==> config.mk <==
export PLATFORM = sky130hd
export DESIGN_NAME = one_four_demux
export DESIGN_NICKNAME = d
export VERILOG_FILES = /design/src/rtl/one_four_demux_pkg.sv /design/src/rtl/demux_slot.sv /design/src/rtl/one_four_demux.sv
export SDC_FILE = /design/constraint.sdc
export NUM_CORES = 1
export LEC_CHECK = 0
export CAP_MARGIN = 25
export CORE_MARGIN = 5
export CORE_UTILIZATION = 43
export CTS_BUF_LIST = sky130_fd_sc_hd__clkbuf_2 sky130_fd_sc_hd__clkbuf_4 sky130_fd_sc_hd__clkbuf_8
export DETAILED_ROUTE_END_ITERATION = 8
export DONT_BUFFER_PORTS = 1
export PLACE_DENSITY = 0.59
export SLEW_MARGIN = 5
export SYNTH_ARGS = -nofsm -noshare
export SYNTH_HDL_FRONTEND = slang
export SYNTH_HIERARCHICAL = 1
export SYNTH_SLANG_ARGS = --single-unit
==> constraint.sdc <==
create_clock -name clk -period 1.4 [get_ports clk]
set_input_delay 0.28 -clock clk [delete_from_list [all_inputs] [get_ports clk]]
set_output_delay 0.28 -clock clk [all_outputs]
set_load 0.1 [all_outputs]
==> src/rtl/one_four_demux_pkg.sv <==
// Shared constants and helpers for the one-to-four demultiplexer.
package one_four_demux_pkg;

  localparam int unsigned NCH       = 4;  // output channels (fixed)
  localparam int unsigned SEL_W     = 2;  // channel index width
  localparam int unsigned DEF_WIDTH = 8;  // default data word width

  // Next round-robin pointer; wraps naturally at NCH because SEL_W = log2(NCH).
  function automatic logic [SEL_W-1:0] rr_next(input logic [SEL_W-1:0] ptr);
    return ptr + SEL_W'(1);
  endfunction

endpackage : one_four_demux_pkg

==> src/rtl/demux_slot.sv <==
// One-entry holding slot: valid bit plus data register.
// Ports:
//   clk, rst_n  - clock, async active-low reset
//   load_i      - capture data_i and set valid at next edge
//   drain_i     - consumer takes the held word; clears valid unless reloaded
//   data_i      - word to capture
//   valid_o     - slot holds a word
//   data_o      - held word (retains last loaded value when empty)
module demux_slot
  import one_four_demux_pkg::*;
#(
  parameter int unsigned WIDTH = DEF_WIDTH
) (
  input  logic             clk,
  input  logic             rst_n,
  input  logic             load_i,
  input  logic             drain_i,
  input  logic [WIDTH-1:0] data_i,
  output logic             valid_o,
  output logic [WIDTH-1:0] data_o
);

  logic             valid_q, valid_d;
  logic [WIDTH-1:0] data_q,  data_d;

  // A load wins over a drain, so a same-cycle drain+refill keeps valid high.
  always_comb begin
    valid_d = valid_q;
    data_d  = data_q;
    if (load_i) begin
      valid_d = 1'b1;
      data_d  = data_i;
    end else if (drain_i) begin
      valid_d = 1'b0;
    end
  end

  always_ff @(posedge clk or negedge rst_n) begin
    if (!rst_n) begin
      valid_q <= 1'b0;
      data_q  <= '0;
    end else begin
      valid_q <= valid_d;
      data_q  <= data_d;
    end
  end

  assign valid_o = valid_q;
  assign data_o  = data_q;

endmodule : demux_slot

==> src/rtl/one_four_demux.sv <==
// One-to-four demultiplexer with per-channel one-entry slots.
// Target is either in_sel or an internal round-robin pointer (in_auto).
// Ports:
//   clk, rst_n           - clock, async active-low reset
//   in_valid/in_data     - upstream word
//   in_sel, in_auto      - explicit target / round-robin mode select
//   in_ready             - word accepted this cycle when in_valid is high
//   out_valid/out_data   - per-channel held word, channel k at [k*WIDTH +: WIDTH]
//   out_ready            - per-channel downstream accept
//   rr_ptr               - current round-robin pointer
//   busy                 - any channel holds a word
module one_four_demux
  import one_four_demux_pkg::*;
#(
  parameter int unsigned WIDTH = DEF_WIDTH
) (
  input  logic                 clk,
  input  logic                 rst_n,
  input  logic                 in_valid,
  input  logic [WIDTH-1:0]     in_data,
  input  logic [SEL_W-1:0]     in_sel,
  input  logic                 in_auto,
  output logic                 in_ready,
  output logic [NCH-1:0]       out_valid,
  output logic [NCH*WIDTH-1:0] out_data,
  input  logic [NCH-1:0]       out_ready,
  output logic [SEL_W-1:0]     rr_ptr,
  output logic                 busy
);

  logic [SEL_W-1:0] rr_ptr_q, rr_ptr_d;
  logic [SEL_W-1:0] tgt;
  logic             accept;
  logic [NCH-1:0]   load;
  logic [NCH-1:0]   drain;

  // Target channel and readiness look only at the targeted slot.
  assign tgt      = in_auto ? rr_ptr_q : in_sel;
  assign in_ready = !out_valid[tgt] || out_ready[tgt];
  assign accept   = in_valid && in_ready;

  // Per-channel load strobes and drain handshakes.
  always_comb begin
    load = '0;
    for (int k = 0; k < NCH; k++) begin
      if (accept && (tgt == SEL_W'(k))) load[k] = 1'b1;
    end
  end

  assign drain = out_valid & out_ready;

  // Pointer advances only on an accepted word in round-robin mode.
  always_comb begin
    rr_ptr_d = rr_ptr_q;
    if (accept && in_auto) rr_ptr_d = rr_next(rr_ptr_q);
  end

  always_ff @(posedge clk or negedge rst_n) begin
    if (!rst_n) rr_ptr_q <= '0;
    else        rr_ptr_q <= rr_ptr_d;
  end

  for (genvar g = 0; g < NCH; g++) begin : g_slot
    demux_slot #(.WIDTH(WIDTH)) u_slot (
      .clk     (clk),
      .rst_n   (rst_n),
      .load_i  (load[g]),
      .drain_i (drain[g]),
      .data_i  (in_data),
      .valid_o (out_valid[g]),
      .data_o  (out_data[g*WIDTH +: WIDTH])
    );
  end

  assign rr_ptr = rr_ptr_q;
  assign busy   = |out_valid;

endmodule : one_four_demux

==> results of run 1 <==
==> cell families (layout without fill, tap and decap cells) <==
kind of cell,count (synthesis),count (layout),share of synthesized area (%)
DFF,38,38,55.4
muxes,37,37,31.5
and+or+nand+nor,20,20,6.12
buffers and inverters,8,68,3.50
AOI/OAI and AO/OA,6,6,3.06
xor gates and xnor gates,1,1,0.510
==> registers in the layout, indices dropped and copies added, names as in the netlist <==
register,count
rr_ptr,2
g_slot.u_slot/data_o,32
g_slot.u_slot/valid_o,4
==> layout make-up <==
class | instances | area [sq um] | area share (%)
multi-input combinational | 64 | 796 | 31.7
tap | 50 | 62.6 | 2.49
inverter | 4 | 15.0 | 0.597
sequential | 38 | 966 | 38.4
clock inverter | 2 | 12.5 | 0.498
clock buffer | 6 | 82.6 | 3.29
timing repair buffer | 56 | 579 | 23.0
==> synthesized netlist by cell type <==
cell type,number
o21ai_1,1
inv_1,4
mux2_4,33
and2_1,4
a21o_2,4
o31ai_2,1
mux2i_2,1
nor3_1,2
xor2_1,1
or4_1,1
nor2b_1,2
buf_6,4
nand2_1,4
dfrtp_1,38
nand2b_1,3
mux2i_1,2
nor2_1,3
nand3_1,1
mux2_2,1
==> worst max-delay path, stage by stage (launching register included) <==
cell and delay (ns):
dfrtp_4 0.49, mux2i_4 0.17, mux2_4 0.34, mux2i_4 0.18, buf_12 0.20
==> final timing paths <==
path | startpoint | end | slack (ns) | depth (start not counted)
max | rr_ptr[1] | in_ready | -0.55 | 4
min | in_data[6] | g_slot[3].u_slot/data_o[6] | 0.13 | 1
max reg2reg | rr_ptr[1] | g_slot[0].u_slot/data_o[7] | -0.39 | 7
min reg2reg | g_slot[2].u_slot/data_o[7] | g_slot[2].u_slot/data_o[7] | 0.52 | 1
max in group asynchronous | rst_n | g_slot[3].u_slot/valid_o | 0.74 | 2
min in group asynchronous | rst_n | rr_ptr[0] | 0.45 | 2
==> what timing repair did <==
| item | CTS | global route |
|---|---|---|
| pin swaps | 1 | 1 |
| resized for setup | 15 | 0 |
| hold endpoints to repair | 38 | 0 |
| hold buffers | 2 | 0 |
| endpoints found under the setup margin | 38 | 40 |
| setup buffers | 3 | 1 |
==> per-stage QoR <==
stage	cells	instance area (sq um)	setup WS [ns]	hold slack (ns)	TNS, ns
3_5_place_dp	206	2290	-0.268	-0.0143	-6.50
5_1_grt	220	2510	-0.595	0.120	-13.95
2_1_floorplan	110	1770	-0.692	-0.0156	-10.28
6_report	220	2510	-0.551	0.135	-11.83
4_1_cts	219	2510	-0.538	0.125	-11.68
3_3_place_gp	206	2290	-0.240	-0.0144	-5.81
==> layer usage <==
layer  wire length (um)  up-vias
met5                  0        -
met4                 58        0
met3                178        4
met2               2110       28
met1               1530      550
li1                   -      490
==> results.cfg, run 1 <==
[timing]
fin_ws_ns = -0.551
rsz0062_at_grt = yes
setup_viol = 39
worst_slew_pin_slew_ns = 0.310
slew_violations = 0
finalHoldViolCount = 0
slew_headroom_pct = 79.3
period_share_pct = 139
finalWorstPathRequiredPeriod_ns = 1.95
fin_skew_ns = 0.00335
fmax_ghz = 0.513

[grt]
track_usage_pct = 15.5
grt_start_max_net_pins = 39
grtUsageMet1_pct = 18.4
grt_overflow_total = 0
gr-usage-met3_pct = 3.72
first_global_vias = 1239
antenna_found_initial = 0
top_usage_layer = met2
grt_pass1_wl_um = 6160
grt_util_met2_pct = 26.5

[clocking]
h-tree-depth = 2
numCtsBuffers = 5
clock_latency_ns = 0.29
cts.reportedPaths.clkPinSlew_ns = 0.07
numClockSinks = 38
cts_buffer_depth = 2
cts_tree = built
root_buffer = clkbuf_8

[layout]
layout_common_cells = 39 x buf_4, 34 x mux2_4, 32 x dfrtp_1, 11 x buf_12, 6 x clkbuf_8
utilization_pct = 63.8
final_nets = 187
final_common_cell = buf_4
antenna_cells = 0
n_fill_cell = 311
syn_to_final_growth_pct = 46.3
drive_gt1_share_pct = 69.4

[drt]
vias_per_cell = 4.87
ant_nets = 0
drtIter0Drc = 35
drc_errors = 0
dr.pass1.iters = 2
avgRoutedWirePerCell_um = 17.6
wl_um = 3870
via_count = 1072

[placement]
io_buffers = 0
gp_congestion = 0.805
hpwlAfterDp_um = 2790

[logic_synthesis]
yosysTopAreaCell = dfrtp_1
ys_ff_latch = 38
ys_types = 19
avgSynthCellArea_sq_um = 15.6
netlist_instances = 110
synth_top_area_share_pct = 55.4
synth_nets = 128
yosysWarningCount = 6
seq_area_frac_synth_pct = 55.4
ys_top_cells_by_area = dfrtp_1 55%, mux2_4 29%, buf_6 2.6%, a21o_2 2.0%, and2_1 1.5%
syn_area_sq_um = 1720

[setup_path]
cp-start-kind = flip-flop
worstPathRequired_ns = 1.12
critPathMaxFanout = 2
crit_arrival_ns = 1.67
end_kind = output port
path_class = reg2out

[hold_path]
hp-class = in2reg

[run_status]
status = finished, violations left
violations = setup timing

[floorplanning]
die_area_sq_um = 5360
start_util_pct = 43.6
ioPinCount = 58
die_w_um = 73.2
die_h_um = 73.2
coreArea_sq_um = 3940
core.rowCount = 23

[flow_run]
drv_cap = 0
Power of run 1 is not shown: default switching activity piles up to over one toggle a cycle in this logic, so the estimate is an artifact.
==> inputs of run 2 (changes only) <==
- TNS_END_PERCENT: unset -> 5
==> run 2 against run 1 <==
  * The run still ends with setup timing left
  * Fmax shrank 0.85%
  * Sequential cell count is the same
  * Final area shrank 2.4%
  * Critical path depth is the same
  * First-iteration DRC count shrank 26%
  * Global-route usage shrank 1.0 points
  * Final cell count shrank 2.3%
  * Critical endpoint unchanged
==> results.cfg, run 2 (synthesized netlist as in run 1, its figures left out) <==
[timing]
slew_headroom_pct = 78.7
worst_slew_pin_slew_ns = 0.311
period_share_pct = 141
fmax_ghz = 0.508
finalHoldViolCount = 0
slew_violations = 0
rsz0062_at_grt = yes
fin_skew_ns = 0.00585
setup_viol = 37
fin_setup_tns_ns = -6.30
fin_ws_ns = -0.568
whs_ns = 0.132
finalWorstPathRequiredPeriod_ns = 1.97

[layout]
finalInstanceArea_sq_um = 2450
syn_to_final_growth_pct = 42.8
layout_common_cells = 36 x buf_4, 34 x mux2_4, 34 x dfrtp_1, 14 x buf_12, 6 x clkbuf_8
final_nets = 182
drive_gt1_share_pct = 65.5
antenna_cells = 0
largest_reg_flops = 32
final_common_cell = buf_4

[placement]
io_buffers = 0
gp_congestion = 0.784
place_area_sq_um = 2310
post-place-ws_ns = -0.261
hpwlAfterDp_um = 2690

[floorplanning]
die_w_um = 73.2
start_util_pct = 43.6
core.rowCount = 23
ioPinCount = 58
coreArea_sq_um = 3940
die_area_sq_um = 5360
die_h_um = 73.2

[drt]
top_layer = met4
wl_um = 3640
dr.pass1.iters = 2
vias_per_cell = 4.86
drc_errors = 0
avgRoutedWirePerCell_um = 16.9
drtIter0Drc = 26
wl_met3_um = 274
route.layer.met1.wl_um = 1550
via_count = 1044
dr_wl_met2_um = 1770
ant_nets = 0

[setup_path]
worst-r2r-setup-slack_ns = -0.22
end_kind = output port
r2r_end = g_slot[0].u_slot/data_o[2]
crit_top_cell = mux2i_4
regToRegStartpoint = rr_ptr[0]
crit_arrival_ns = 1.69
cpPeakStageDelay_ns = 0.49
reg2regPathDepth = 4
slowest_stage = dfrtp_4
path_class = reg2out
crit_chain = mux2i_4 -> mux2_4 -> mux2i_4 -> buf_12
cp-start-kind = flip-flop
worstPathRequired_ns = 1.12
critPathMaxFanout = 4

[run_status]
violations = setup timing
status = finished, violations left

[grt]
grt_start_max_net_pins = 39
track_usage_pct = 14.5
grt_overflow_total = 0
antenna_found_initial = 0
first_global_vias = 1172
grt_pass1_wl_um = 5870

[hold_path]
hp-start = in_data[5]
hold_depth = 1
hp-class = in2reg
hold_path_end = g_slot[1].u_slot/data_o[5]

[clocking]
h-tree-depth = 2
cts_tree = built
numClockSinks = 38
cts_buffer_depth = 2
numCtsBuffers = 5
root_buffer = clkbuf_8
clock_latency_ns = 0.29
cts.reportedPaths.clkPinSlew_ns = 0.08

[flow_run]
drv_cap = 0
-- run 2: worst max path at each step --
stage,startpoint,end,slack [ns],cells past startpoint
detailed placement,rr_ptr[1],in_ready,-0.26,4
finish,rr_ptr[1],in_ready,-0.57,4
floorplan,rr_ptr[1],in_ready,-0.69,3
CTS,rr_ptr[1],in_ready,-0.58,4
global placement,rr_ptr[1],in_ready,-0.23,4
global route,rr_ptr[1],in_ready,-0.62,4
-- run 2: layout make-up --
type,instances,area [sq um]
fill,299,1490
sequential,38,961
multi-input combinational,64,759
timing repair buffer,51,561
clock buffer,6,82.6
tap,50,62.6
inverter,4,15.0
clock inverter,2,12.5
-- run 2: critical path: cells and delay by family, from the launching register on --
family | cells | cell delay, ns
mux | 3 | 0.71
flops | 1 | 0.49
buf+inv | 1 | 0.19
-- run 2: timing repair --
action | in CTS | in global routing
buffers inserted | 1 | 0
hold endpoints to repair | 38 | 0
resized for setup | 2 | 1
hold buffers | 2 | 0
pin swaps | 1 | 0
endpoints found under the setup margin | 36 | 40
-- run 2: per-stage QoR --
stage	instances	util, %
global route	215	62.2
finish	215	62.2
detailed placement	204	58.5
global placement	204	58.5
CTS	215	62.0
floorplan	110	-
-- run 2: routing by layer --
metal  vias to the layer above  GRT usage, %
met2                        43          22.3
met4                         0          5.94
met3                         8          4.96
met5                         -             0
li1                        486             -
met1                       507          18.4
Power of run 2 is left out for the same reason.
